[src/rtl/xaui_rx_reset_seq.sv]
// XAUI receive-side reset sequencer: watches lane sync and alignment, pulses MGT RX resets
// on failure, then waits out a holdoff before looking at the link again.
module xaui_rx_reset_seq #(
    parameter int unsigned NLANES    = 4,
    parameter int unsigned WAIT_BITS = 24,
    parameter int unsigned STRETCH   = 15,
    parameter int unsigned CNT_BITS  = 8,
    parameter int unsigned PER_LANE  = 1
) (
    input  logic                clk,
    input  logic                reset_n,
    input  logic                soft_reset,
    input  logic                enable,
    input  logic [NLANES-1:0]   lane_sync,
    input  logic                align_ok,
    output logic [NLANES-1:0]   mgt_rx_reset,
    output logic                link_up,
    output logic [CNT_BITS-1:0] retry_count,
    output logic [1:0]          state
);

    typedef enum logic [1:0] {
        StLook    = 2'd0,
        StReset   = 2'd1,
        StHoldoff = 2'd2,
        StUp      = 2'd3
    } state_e;

    localparam logic [7:0] StretchLoad = 8'(STRETCH);

    state_e               st;
    logic [7:0]           stretch_cnt;
    logic [WAIT_BITS-1:0] wait_cnt;
    logic [NLANES-1:0]    mask;
    logic [NLANES-1:0]    entry_mask;
    logic                 good;

    assign good  = (&lane_sync) & align_ok;
    assign state = st;

    // Only the lanes that lost sync are reset; an alignment-only failure hits every lane.
    always_comb begin
        entry_mask = '1;
        if (PER_LANE != 0 && lane_sync != '1) begin
            entry_mask = ~lane_sync;
        end
    end

    always_ff @(posedge clk or negedge reset_n) begin
        if (!reset_n) begin
            st           <= StLook;
            mgt_rx_reset <= '0;
            link_up      <= 1'b0;
            retry_count  <= '0;
            stretch_cnt  <= '0;
            wait_cnt     <= '0;
            mask         <= '0;
        end else if (soft_reset) begin
            st           <= StLook;
            mgt_rx_reset <= '0;
            link_up      <= 1'b0;
            retry_count  <= '0;
            stretch_cnt  <= '0;
            wait_cnt     <= '0;
        end else if (!enable) begin
            st           <= StLook;
            mgt_rx_reset <= '0;
            link_up      <= 1'b0;
            stretch_cnt  <= '0;
        end else begin
            unique case (st)
                StLook, StUp: begin
                    if (good) begin
                        st      <= StUp;
                        link_up <= 1'b1;
                    end else begin
                        st           <= StReset;
                        link_up      <= 1'b0;
                        mask         <= entry_mask;
                        mgt_rx_reset <= entry_mask;
                        stretch_cnt  <= StretchLoad;
                        if (retry_count != '1) begin
                            retry_count <= retry_count + 1'b1;
                        end
                    end
                end
                StReset: begin
                    if (stretch_cnt <= 8'd1) begin
                        st           <= StHoldoff;
                        mgt_rx_reset <= '0;
                        stretch_cnt  <= '0;
                        wait_cnt     <= '1;
                    end else begin
                        stretch_cnt  <= stretch_cnt - 1'b1;
                        mgt_rx_reset <= mask;
                    end
                end
                StHoldoff: begin
                    // Count reaches zero inside HOLDOFF, so the state spans 2^WAIT_BITS cycles.
                    if (wait_cnt == '0) begin
                        st <= StLook;
                    end else begin
                        wait_cnt <= wait_cnt - 1'b1;
                    end
                end
            endcase
        end
    end

endmodule

[config.mk]
export PLATFORM = sky130hd
export DESIGN_NAME = xaui_rx_reset_seq
export DESIGN_NICKNAME = d
export VERILOG_FILES = /design/src/rtl/xaui_rx_reset_seq.sv
export SDC_FILE = /design/constraint.sdc
export NUM_CORES = 1
export LEC_CHECK = 0
export ABC_CLOCK_PERIOD_IN_PS = 6350
export CAP_MARGIN = 20
export CORE_MARGIN = 5
export CORE_UTILIZATION = 35
export CTS_BUF_LIST = sky130_fd_sc_hd__clkbuf_2
export CTS_CLUSTER_DIAMETER = 50
export DETAILED_ROUTE_END_ITERATION = 16
export GPL_TIMING_DRIVEN = 1
export PLACE_DENSITY = 0.62
export SLEW_MARGIN = 20
export SYNTH_ARGS = -nofsm -noshare
export SYNTH_HDL_FRONTEND = slang
export SYNTH_SLANG_ARGS = --single-unit
[constraint.sdc]
create_clock -name clk -period 6.35 [get_ports clk]
set_clock_uncertainty 0.15 [all_clocks]
set_input_delay 1.905 -clock clk [delete_from_list [all_inputs] [get_ports clk]]
set_output_delay 1.905 -clock clk [all_outputs]
set_load 0.01 [all_outputs]
Yosys cells after proc, flatten, opt, wreduce, memory -nomap -nowiden
Index checks and enable logic that the tools add are counted.
{ "word_totals": {"ff_bits": 51, "inputBits": 9, "out_inout_bits": 15, "word_cells": 72} }
{ "classes": {"addsub": 3, "n_lt_le_gt_ge": 1, "eq_ne": 13, "n_mux": 31, "n_bitwise": 4, "reduce_logical": 13} }
{ "op_table": {"columns": ["cell", "count"], "rows": [
  ["24-bit two-way mux", 4],
  ["8-bit two-way mux", 9],
  ["24-bit case mux with 2 select lines", 1],
  ["24-bit zero test", 1],
  ["24-bit by 1-bit subtractor with 24-bit output (second input constant)", 1],
  ["4-bit two-way mux", 5],
  ["4-bit != test (second input constant)", 4],
  ["8-bit case mux with 2 select lines", 1],
  ["4-bit AND reduction", 4],
  ["2-bit two-way mux", 5],
  ["8-bit by 1-bit adder with 8-bit output (second input constant)", 1],
  ["8-bit by 1-bit less-or-equal comparator with 1-bit output (second input constant)", 1],
  ["8-bit != test (second input constant)", 1],
  ["4-bit case mux with 2 select lines", 1],
  ["8-bit by 1-bit subtractor with 8-bit output (second input constant)", 1],
  ["3-bit != test (second input constant)", 2],
  ["2-bit case mux with 3 select lines", 1],
  ["2-bit nonzero test", 3],
  ["2-bit equality test (second input constant)", 2],
  ["1-bit two-way mux", 4],
  ["4-bit by 2-bit != test with 1-bit output (second input constant)", 1],
  ["4-bit NOT", 1],
  ["2-bit AND reduction", 2],
  ["3-bit by 2-bit != test with 1-bit output (second input constant)", 1],
  ["7 further kinds", 8]
]} }

Logic depth before layout (Yosys ltp)
{ "depth": {"depth_word": 6, "mapped_depth": 9} }

Worst setup path after synthesis
No wires, ideal clock.
{ "synth_path": {"path_kind": "input -> register", "startpoint": "input port enable", "endpoint": "register wait_cnt[11]", "setup_ps": 122, "arrival_time_ps": 3180, "path_slack_ps": 2898, "cell_stages": 5, "n_path_buf": 1, "cell_sequence": "clkbuf_1 inv_1 a211o_1 or4_1 a32o_1"} }
{ "synth_via": {"elab_chain_cells": 2} }
{ "synth_lines": {"columns": ["item", "line", "source"], "rows": [
  ["from (decl)", "13", "input logic enable,"],
  ["2-bit nonzero test (no source line)", null, null],
  ["4-bit AND reduction (no source line)", null, null],
  ["to (signal assigned)", "103", "wait_cnt <= wait_cnt - 1'b1;"],
  ["to (decl)", "33", "logic [WAIT_BITS-1:0] wait_cnt;"]
]} }
No other way between the ends.
A chain may end at the register's enable or synchronous reset.

Final worst setup path
{ "layout_path": {"startpoint": "input port soft_reset", "endpoint": "register wait_cnt[17]"} }
{ "layout_via": {"elab_chain_cells": 2} }
{ "layout_lines": {"columns": ["item", "line", "source"], "rows": [
  ["from (decl)", "12", "input logic soft_reset,"],
  ["3-bit != test (no source line) (tied with other cells)", null, null],
  ["4-bit AND reduction (no source line)", null, null]
]} }
Parallel ways exist; a longest one is shown, timed or not.

==> results.json <==
{
  "antenna_found_initial": 1,
  "cts_made_buffers": 5,
  "rsz0062_at_grt": "no",
  "detail_route.first_pass.iterations": 4,
  "ys.flop_type": "dfrtp_1",
  "fin_crit_sh_pct": 64.0,
  "design_area_sq_um": 3250,
  "syn_area_sq_um": 2910,
  "slowest_delay_ps": 640,
  "die_h_um": 101,
  "yosys-top-cells-area": "dfrtp_1, o21ai_0, a21oi_1, a32o_1, nor2_1",
  "initial_core_util_pct": 35.7,
  "hold_path_class": "reg -> reg",
  "slowest_stage": "clkdlybuf4s50_1",
  "cts_resized": 0,
  "grt_overflow": 0,
  "hold_buffers": 0,
  "tightest_slew_ps": 679,
  "cp.required_ps": 6550,
  "row_count": 33,
  "layout-drive-gt1-share_pct": 5.57,
  "wl_per_cell_um": 15.7,
  "path_max_fanout": 23,
  "netlist_instances": 326,
  "nNetsFinal": 357,
  "startpoint_type": "input port",
  "yosys.area.top_type": "dfrtp_1",
  "drv_slew": 0,
  "synth_area_per_cell_sq_um": 8.92,
  "num_vias": 2582,
  "dieArea_sq_um": 10200,
  "areaGrowthSynthToFinish_pct": 11.8,
  "fp.dieW_um": 101,
  "grt_pass1_vias": 2460,
  "tns_ps": 0,
  "fmax_mhz": 246,
  "io_pins": 24,
  "grt_max_degree": 52,
  "rr_endpoint": "wait_cnt[11]",
  "cts_setup_buffers": 0,
  "switchingPower_mw": 0.283,
  "synth.net_count": 342,
  "synth_seq_cells": 51,
  "drc": 0,
  "cts_tree": "yes",
  "path_cells": "clkdlybuf4s50_1 > inv_1 > nand2_1 > nor2_1 > nand4_1 > o2111ai_1",
  "netlist_top_cells_count": "dfrtp_1, nor2_1, o21ai_0, a21oi_1, nand2_1",
  "reg2reg_depth": 5,
  "dpl.hpwl_um": 4820,
  "routed_wl_um": 7030,
  "grt_busiest_layer": "met2",
  "place.gp.congestion": 0.794,
  "startpoint": "soft_reset",
  "cts_sinks": 51,
  "clkTransAtPathRegs_ps": 250,
  "critPathCapture": "wait_cnt[17]",
  "yosysMostFrequentCell": "dfrtp_1",
  "vias_per_cell": 5.78,
  "ant_nets": 0,
  "combPwrFrac_pct": 33.2,
  "status": "finished, final reports clean",
  "power.leakage_nw": 1.35,
  "setup_viol": 0,
  "h-tree-depth": 2,
  "cap_violations": 0,
  "netlist.area_leader.share_pct": 43.9,
  "clk_path_buf_depth": 2,
  "hold_violations": 0,
  "crit_arrival_ps": 4260,
  "slew_headroom_pct": 54.7,
  "met2_usage_pct": 21.8,
  "place_area_sq_um": 3210,
  "hp-start": "stretch_cnt[6]",
  "core-area_sq_um": 8130,
  "cts_root_buffer": "clkbuf_2",
  "async_reset_ff_share_pct": 100,
  "p_int_mw": 0.457,
  "use_met3_pct": 2.34,
  "seq_power_share_pct": 50.3,
  "port_buffers": 23,
  "grt.total_usage_pct": 14.4,
  "insertion_delay_ps": 430,
  "ys_types": 46,
  "switching_share_pct": 38.3,
  "rrSetupSlack_ps": 3160,
  "dr.first_iter.drc_count": 162,
  "r2r-start": "stretch_cnt[4]",
  "grt_util_met1_pct": 20.9,
  "crit_type": "in -> reg",
  "post-route-min-period_ps": 4060,
  "cp-end-kind": "flip-flop",
  "synth_edf_count": 0,
  "power_density_nw_per_um2": 228,
  "grt_pass1_wl_um": 12000,
  "peakVddDrop_uv": 117,
  "power_frac_clock_pct": 16.5,
  "seq_area_frac_synth_pct": 43.9,
  "yosys_warnings": 0
}
==> flip-flops by register name, indices dropped and copies added (netlist names) <==
signal and count:
link_up 1, retry_count 8, wait_cnt 24, mgt_rx_reset 4
state 2, stretch_cnt 8, mask 4
==> critical path: cells and delay by family <==
| family | cells | cell delay [ps] |
|---|---|---|
| compound gates | 1 | 100 |
| buf+inv | 2 | 1270 |
| simple gates | 3 | 980 |
==> final cells by class <==
class                   count  area [sq um]
clock buffers               5          25.0
diodes                      1          2.50
clock inverters             2          8.76
inverters                  11          41.3
multi-input cells         246          1520
repair buffers             26           248
fillers                   825          4880
well taps                 105           131
flip-flops and latches     51          1280
==> per-layer routing <==
metal | vias up | part of all wire, %
met5 | - | 0
met1 | 1262 | 50
met3 | 6 | 3.8
li1 | 1261 | -
met2 | 53 | 45
met4 | 0 | 1.3
==> through the flow <==
step                      total power, mW  util [%]  setup slack [ps]  hold slack [ps]  instances
after floorplan                     0.545         -              2900              340        326
after global placement              0.617      39.5              1900              360        439
after detailed placement            0.621      39.5              1880              368        439
after CTS                           0.748      39.9              2350              401        446
after global routing                0.795      39.9              2100              446        447
final                               0.740      39.9              2290              397        447
==> power by group through the flow <==
stage                     registers [mW]  logic, mW  clock network, mW
after floorplan                    0.374      0.171                  0
after global placement             0.377      0.240                  0
after detailed placement           0.377      0.244                  0
after CTS                          0.372      0.245              0.132
after global routing               0.376      0.276              0.142
final                              0.372      0.246              0.122
==> logic make-up after synthesis <==
logic type | synth area share [%]
AO/OA/AOI/OAI | 24.8
XOR/XNOR | 1.81
adder cells (fa/ha/maj) | 3.01
buffers and inverters | 3.92
flip-flops | 43.9
multiplexers | 0.344
AND/OR/NAND/NOR | 22.2
==> cell usage in the layout (no fill, tap or decap), drive strengths merged, types with 2 or more instances in the layout <==
master,instances
a211oi,2
o2bb2ai,2
o311ai,7
inv,11
buf,4
or2,5
nor2b,2
a22o,2
a21oi,25
o31ai,5
or3,8
nand4,5
ha,7
or3b,2
nor4,6
nor2,31
o211ai,3
o21ai,30
or4,6
a31oi,3
and3,3
nand3,11
clkbuf,5
xor2,6
nor3,11
a22oi,2
a32oi,3
o31a,3
a32o,12
nand2,24
and2,4
clkdlybuf4s50,22
clkinv,2
nand2b,4
dfrtp,51
==> worst min path at each step <==
| stage | to | slack (ps) | depth (start not counted) |
|---|---|---|---|
| after floorplan | stretch_cnt[6] | 340 | 2 |
| after global placement | wait_cnt[22] | 360 | 1 |
| after detailed placement | wait_cnt[22] | 370 | 1 |
| after CTS | stretch_cnt[6] | 400 | 2 |
| after global routing | wait_cnt[18] | 450 | 1 |
| final | stretch_cnt[6] | 400 | 2 |
(Power assumes the default switching activity.)
